<file path="src/rtl/conv_ctrl_pkg.sv">
// Shared types and default constants for the convolution start/done controller.
package conv_ctrl_pkg;

  typedef enum logic [1:0] {
    IDLE  = 2'd0,
    START = 2'd1,
    BUSY  = 2'd2,
    DONE  = 2'd3
  } ctrl_state_e;

  localparam int CNT_WIDTH_DEF      = 16;
  localparam int TIMEOUT_CYCLES_DEF = 1000;

endpackage

</file>
<file path="src/rtl/conv_start_ctrl_if.sv">
// Host/core handshake bundle for conv_start_ctrl; master drives requests, slave is the controller.
interface conv_start_ctrl_if #(
  parameter int CNT_WIDTH = conv_ctrl_pkg::CNT_WIDTH_DEF
);
  logic                 start_i;
  logic                 ack_i;
  logic                 int_en_i;
  logic                 core_done_i;
  logic                 core_start_o;
  logic                 busy_o;
  logic                 done_o;
  logic                 int_o;
  logic                 err_o;
  logic                 timeout_o;
  logic [CNT_WIDTH-1:0] cycles_o;

  modport master (
    output start_i, ack_i, int_en_i, core_done_i,
    input  core_start_o, busy_o, done_o, int_o, err_o, timeout_o, cycles_o
  );

  modport slave (
    input  start_i, ack_i, int_en_i, core_done_i,
    output core_start_o, busy_o, done_o, int_o, err_o, timeout_o, cycles_o
  );
endinterface

</file>
<file path="src/rtl/conv_sat_counter.sv">
// Saturating up-counter with synchronous clear (clear wins over enable).
module conv_sat_counter #(
  parameter int WIDTH = 16
) (
  input  logic             clk,
  input  logic             rstn,
  input  logic             clr,
  input  logic             en,
  output logic [WIDTH-1:0] cnt
);

  always_ff @(posedge clk) begin
    if (!rstn) begin
      cnt <= '0;
    end else if (clr) begin
      cnt <= '0;
    end else if (en && (cnt != '1)) begin
      cnt <= cnt + 1'b1;
    end
  end

endmodule

</file>
<file path="src/rtl/conv_start_ctrl.sv">
// Start/done handshake controller for the convolution core: start pulse, busy tracking,
// sticky done/err flags and busy-cycle count. Optional watchdog under CONV_CTRL_TIMEOUT_EN.
module conv_start_ctrl
  import conv_ctrl_pkg::*;
#(
  parameter int CNT_WIDTH = CNT_WIDTH_DEF
`ifdef CONV_CTRL_TIMEOUT_EN
  , parameter int TIMEOUT_CYCLES = TIMEOUT_CYCLES_DEF
`endif
) (
  input  logic               clk,
  input  logic               rstn,
  conv_start_ctrl_if.slave   bus
);

  ctrl_state_e          state_q, state_d;
  logic                 err_q, err_d;
  logic                 tmo_q, tmo_d;
  logic                 tmo_fire;
  logic [CNT_WIDTH-1:0] cycles_q;

  // The count is cleared on entry to START so it reads 0 while the start pulse is out.
  conv_sat_counter #(.WIDTH(CNT_WIDTH)) u_cycles (
    .clk  (clk),
    .rstn (rstn),
    .clr  (state_d == START),
    .en   (state_q == BUSY),
    .cnt  (cycles_q)
  );

`ifdef CONV_CTRL_TIMEOUT_EN
  // Fires in the BUSY cycle that brings the count to TIMEOUT_CYCLES.
  localparam logic [CNT_WIDTH-1:0] TMO_LAST = CNT_WIDTH'(TIMEOUT_CYCLES - 1);
  assign tmo_fire = (cycles_q == TMO_LAST);
`else
  assign tmo_fire = 1'b0;
`endif

  always_ff @(posedge clk) begin
    if (!rstn) begin
      state_q <= IDLE;
      err_q   <= 1'b0;
      tmo_q   <= 1'b0;
    end else begin
      state_q <= state_d;
      err_q   <= err_d;
      tmo_q   <= tmo_d;
    end
  end

  always_comb begin
    state_d = state_q;
    err_d   = err_q;
    tmo_d   = tmo_q;
    case (state_q)
      IDLE: begin
        if (bus.ack_i) begin
          err_d = 1'b0;
          tmo_d = 1'b0;
        end
        if (bus.start_i) state_d = START;
      end
      START: begin
        if (bus.start_i) err_d = 1'b1;
        state_d = BUSY;
      end
      BUSY: begin
        if (bus.start_i) err_d = 1'b1;
        // Core completion beats the watchdog when both land together.
        if (bus.core_done_i) begin
          state_d = DONE;
        end else if (tmo_fire) begin
          state_d = DONE;
          tmo_d   = 1'b1;
        end
      end
      DONE: begin
        if (bus.start_i) begin
          state_d = START;
          err_d   = 1'b0;
          tmo_d   = 1'b0;
        end else if (bus.ack_i) begin
          state_d = IDLE;
          err_d   = 1'b0;
          tmo_d   = 1'b0;
        end
      end
      default: state_d = IDLE;
    endcase
  end

  assign bus.core_start_o = (state_q == START);
  assign bus.busy_o       = (state_q == START) || (state_q == BUSY);
  assign bus.done_o       = (state_q == DONE);
  assign bus.int_o        = (state_q == DONE) && bus.int_en_i;
  assign bus.err_o        = err_q;
  assign bus.timeout_o    = tmo_q;
  assign bus.cycles_o     = cycles_q;

endmodule

</file>
<file path="src/flat_wrapper.sv">
// flat-port wrapper written by rule: the top's interface ports become plain ports
module conv_start_ctrl_flat import conv_ctrl_pkg::*;
#(
  parameter int CNT_WIDTH = CNT_WIDTH_DEF

)
  (clk, rstn, bus_start_i, bus_ack_i, bus_int_en_i, bus_core_done_i, bus_core_start_o, bus_busy_o, bus_done_o, bus_int_o, bus_err_o, bus_timeout_o, bus_cycles_o);
  conv_start_ctrl_if #(.CNT_WIDTH(CNT_WIDTH)) bus_i ();
  input  logic clk;
  input  logic rstn;
  input wire logic [$bits(bus_i.start_i)-1:0] bus_start_i;
  input wire logic [$bits(bus_i.ack_i)-1:0] bus_ack_i;
  input wire logic [$bits(bus_i.int_en_i)-1:0] bus_int_en_i;
  input wire logic [$bits(bus_i.core_done_i)-1:0] bus_core_done_i;
  output wire logic [$bits(bus_i.core_start_o)-1:0] bus_core_start_o;
  output wire logic [$bits(bus_i.busy_o)-1:0] bus_busy_o;
  output wire logic [$bits(bus_i.done_o)-1:0] bus_done_o;
  output wire logic [$bits(bus_i.int_o)-1:0] bus_int_o;
  output wire logic [$bits(bus_i.err_o)-1:0] bus_err_o;
  output wire logic [$bits(bus_i.timeout_o)-1:0] bus_timeout_o;
  output wire logic [$bits(bus_i.cycles_o)-1:0] bus_cycles_o;
  assign bus_i.start_i = bus_start_i;
  assign bus_i.ack_i = bus_ack_i;
  assign bus_i.int_en_i = bus_int_en_i;
  assign bus_i.core_done_i = bus_core_done_i;
  assign bus_core_start_o = bus_i.core_start_o;
  assign bus_busy_o = bus_i.busy_o;
  assign bus_done_o = bus_i.done_o;
  assign bus_int_o = bus_i.int_o;
  assign bus_err_o = bus_i.err_o;
  assign bus_timeout_o = bus_i.timeout_o;
  assign bus_cycles_o = bus_i.cycles_o;
  conv_start_ctrl #(.CNT_WIDTH(CNT_WIDTH)) u_core (.clk(clk), .rstn(rstn), .bus(bus_i));
endmodule
</file>
<file path="config.mk">
export PLATFORM = sky130hd
export DESIGN_NAME = conv_start_ctrl_flat
export DESIGN_NICKNAME = d
export VERILOG_FILES = /design/src/rtl/conv_ctrl_pkg.sv /design/src/rtl/conv_start_ctrl_if.sv /design/src/rtl/conv_sat_counter.sv /design/src/rtl/conv_start_ctrl.sv /design/src/flat_wrapper.sv
export SDC_FILE = /design/constraint.sdc
export NUM_CORES = 1
export LEC_CHECK = 0
export BUFFER_PORTS_ARGS = -buffer_cell sky130_fd_sc_hd__buf_2
export CORE_MARGIN = 5
export CORE_UTILIZATION = 52
export CTS_CLUSTER_SIZE = 40
export DETAILED_ROUTE_END_ITERATION = 16
export GPL_TIMING_DRIVEN = 1
export PLACE_DENSITY = 0.88
export SYNTH_ARGS = -nofsm -noshare
export SYNTH_HDL_FRONTEND = slang
export SYNTH_SLANG_ARGS = --single-unit
export TNS_END_PERCENT = 20
</file>
<file path="constraint.sdc">
create_clock -name clk -period 1.88 [get_ports clk]
set_input_delay 0.376 -clock clk [delete_from_list [all_inputs] [get_ports clk]]
set_output_delay 0.376 -clock clk [all_outputs]
set_load 0.01 [all_outputs]
</file>
==> flow_summary.json <==
{
  "grt_max_degree": 17,
  "crit_path_max_incr_delay_ns": 0.36,
  "dieArea_sq_um": 3280,
  "grt_pass1_vias": 1020,
  "holdBufCountCts": 0,
  "setup_slack_ns": 0.0779,
  "holdPathStages": 2,
  "syn2layout_area_growth_pct": 20.7,
  "synthCells": 126,
  "overflow": 0,
  "setup_violations": 0,
  "fin_crit_ns": 1.80,
  "ys_warn_count": 0,
  "first_iter_violations": 33,
  "vias": 1094,
  "power_w": 0.000788,
  "crit_chain": "inv_1 > ha_1 > nand2b_1 > a21oi_2 > o41ai_4 > buf_4 > nor3_1",
  "die_w_um": 57.3,
  "leakage_nw": 0.567,
  "cts_setup_buffers": 0,
  "root_buffer": "clkbuf_4",
  "hpwl_um": 2040,
  "final_antenna_net_count": 0,
  "worstMarginPinSlew_ns": 0.451,
  "final_max_slew_viol_count": 0,
  "holdPathEnd": "u_core.state_q[1]$_SDFF_PN0_",
  "critPathSlowestCell": "dfxtp_1",
  "ctsResizeCount": 0,
  "cts_buffer_depth": 2,
  "via_per_inst": 5.85,
  "synth_area_sq_um": 1160,
  "hp-start": "rstn",
  "report.final.hold_viol_count": 0,
  "cts_tree": "built",
  "hold_path.class": "in2reg",
  "route.detailed.drc": 0,
  "wl_per_cell_um": 15.1,
  "io_pins": 28,
  "pre_cts_slack_ns": 0.0419,
  "ys_ff_latch": 20,
  "period_share_pct": 95.9,
  "grt_use_met2_pct": 27.1,
  "met3_usage_pct": 3.85,
  "cp_num_buf_inv": 2,
  "wirelength_um": 2820,
  "num-nets-final": 171,
  "avgSynthCellArea_sq_um": 9.22,
  "fmax_mhz": 555,
  "cp_max_fo": 16,
  "skew_ns": 0.0111,
  "crit_type": "reg2reg",
  "max_slew_margin_pct": 69.8,
  "ir_worst_vdd_v": 0.000621,
  "htreeDepth": 1,
  "antenna_found_initial": 0,
  "port_buffers": 27,
  "r2r-end": "u_core.u_cycles.cnt[2]$_SDFFE_PP0P_",
  "required_ns": 2.08,
  "status": "completed",
  "clock_latency_ns": 0.31,
  "insertedDiodeCount": 0,
  "critPathCaptureType": "register",
  "grt_usage_pct": 17.1,
  "ys_seq_area_share_pct": 34.5,
  "busiest_layer": "met2",
  "layout-drive-gt1-share_pct": 32.7,
  "power_density_nw_per_um2": 562,
  "core_area_sq_um": 2170,
  "initial_core_util_pct": 53.5,
  "cp_top_family": "compound AO/OA/AOI/OAI gates",
  "syn_nets": 137,
  "cts_inserted_buffers": 3,
  "drtPass1Iterations": 5,
  "cap_violations": 0,
  "rr_worst_depth": 7,
  "rows": 17,
  "synth_cell_type_count": 40,
  "worstSetupStartpointType": "register",
  "place.gp.congestion": 0.740,
  "setup_tns_ns": 0,
  "fin_util_pct": 64.6,
  "r2r_slack_ns": 0.08,
  "dieHeight_um": 57.3,
  "use_met1_pct": 23.2,
  "cp.arrival_ns": 2.00,
  "r2r-start": "u_core.state_q[1]$_SDFF_PN0_",
  "cts.sinks": 20,
  "num-fill-cells": 193,
  "grt_pass1_wl_um": 4560,
  "clk_pin_slew_ns": 0.11
}
power breakdown:
| group | switching, W | internal (W) |
|---|---|---|
| clock | 0.000140 | 0.000118 |
| sequential | 0.00000693 | 0.000429 |
| combinational | 0.0000568 | 0.0000364 |
final cells by class:
class                           instances  area (sq um)  share of cell area (%)
Clock buffer                            4          36.3                    2.59
Timing Repair Buffer                   31           165                    11.8
Inverter                                5          18.8                    1.34
Sequential cell                        20           402                    28.7
Tap cell                               28          35.0                    2.50
Multi-Input combinational cell         99           744                    53.1
synthesized netlist by cell type, drive strengths merged:
cell type / instances / share of area [%]
nor2: 15 / 5.1
nand3b: 1 / 0.65
mux2i: 1 / 0.86
buf: 2 / 1.9
and3: 1 / 0.54
xnor2: 2 / 1.5
o31ai: 4 / 2.6
nand3: 7 / 4.1
nor3: 6 / 2.6
nand2b: 2 / 1.1
xor2: 1 / 0.75
nand2: 6 / 1.9
o211ai: 2 / 1.3
o211a: 1 / 0.86
nand4: 4 / 5.3
o41ai: 3 / 5.5
or4: 3 / 1.9
o21a: 1 / 0.65
or3: 3 / 1.7
o32ai: 1 / 0.75
dfxtp: 20 / 34
a211oi: 4 / 2.6
ha: 5 / 5.4
or4b: 1 / 0.86
a21oi: 10 / 4.3
a21boi: 2 / 1.3
nor4: 1 / 0.54
and4: 4 / 3.4
a31oi: 2 / 1.1
o21ai: 4 / 1.7
inv: 5 / 1.6
and2: 2 / 1.1
routing by layer:
layer	part of all wire [%]	up-vias
met4	1.2	0
met2	49	31
met1	45	507
met5	0	-
li1	-	550
met3	5.1	6
cells in the final DEF (no fill, tap or decap), drive strengths merged, types with 2 or more instances in the layout:
cell,netlist,final
a211oi,4,4
a21boi,2,2
a21oi,10,10
a31oi,2,2
and2,2,2
and4,4,4
buf,2,31
clkbuf,0,4
dfxtp,20,20
ha,5,5
inv,5,5
nand2,6,6
nand2b,2,2
nand3,7,7
nand4,4,4
nor2,15,15
nor3,6,6
o211ai,2,2
o21ai,4,4
o31ai,4,4
o41ai,3,3
or3,3,3
or4,3,3
xnor2,2,2
cells by family (layout without fill, tap and decap cells):
kind of cell / after synthesis / in the layout / share of synthesized area, %
buffers and inverters: 7 / 40 / 3.56
multiplexers: 1 / 1 / 0.862
AND/OR/NAND/NOR: 56 / 56 / 30.8
flip-flops: 20 / 20 / 34.5
XOR/XNOR: 3 / 3 / 2.26
adder cells (fa/ha/maj): 5 / 5 / 5.39
AO/OA/AOI/OAI: 34 / 34 / 22.6
worst max-delay path by stage:
stage	start	endpoint	slack [ns]	cells after the start
after floorplan	u_core.state_q[0]$_SDFF_PN0_	u_core.u_cycles.cnt[15]$_SDFFE_PP0P_	0.23	7
after global placement	u_core.state_q[0]$_SDFF_PN0_	u_core.u_cycles.cnt[14]$_SDFFE_PP0P_	0.15	7
after detailed placement	u_core.state_q[0]$_SDFF_PN0_	u_core.u_cycles.cnt[10]$_SDFFE_PP0P_	0.04	7
after CTS	u_core.state_q[0]$_SDFF_PN0_	u_core.u_cycles.cnt[10]$_SDFFE_PP0P_	0.02	7
after global routing	u_core.state_q[1]$_SDFF_PN0_	u_core.u_cycles.cnt[2]$_SDFFE_PP0P_	-0.03	7
final	u_core.state_q[1]$_SDFF_PN0_	u_core.u_cycles.cnt[2]$_SDFFE_PP0P_	0.08	7
state kept, by name (all words and copies together) (netlist names):
name,flops
u_core.bus.timeout_o,1
u_core.bus.err_o,1
u_core.state_q,2
u_core.u_cycles.cnt,16
metrics by stage:
stage	area [sq um]	hold slack, ns	instances
2_1_floorplan	1160	0.474	126
3_3_place_gp	1340	0.436	183
3_5_place_dp	1340	0.439	183
4_1_cts	1380	0.345	187
5_1_grt	1400	0.334	187
6_report	1400	0.347	187
(Power assumes the default switching activity.)
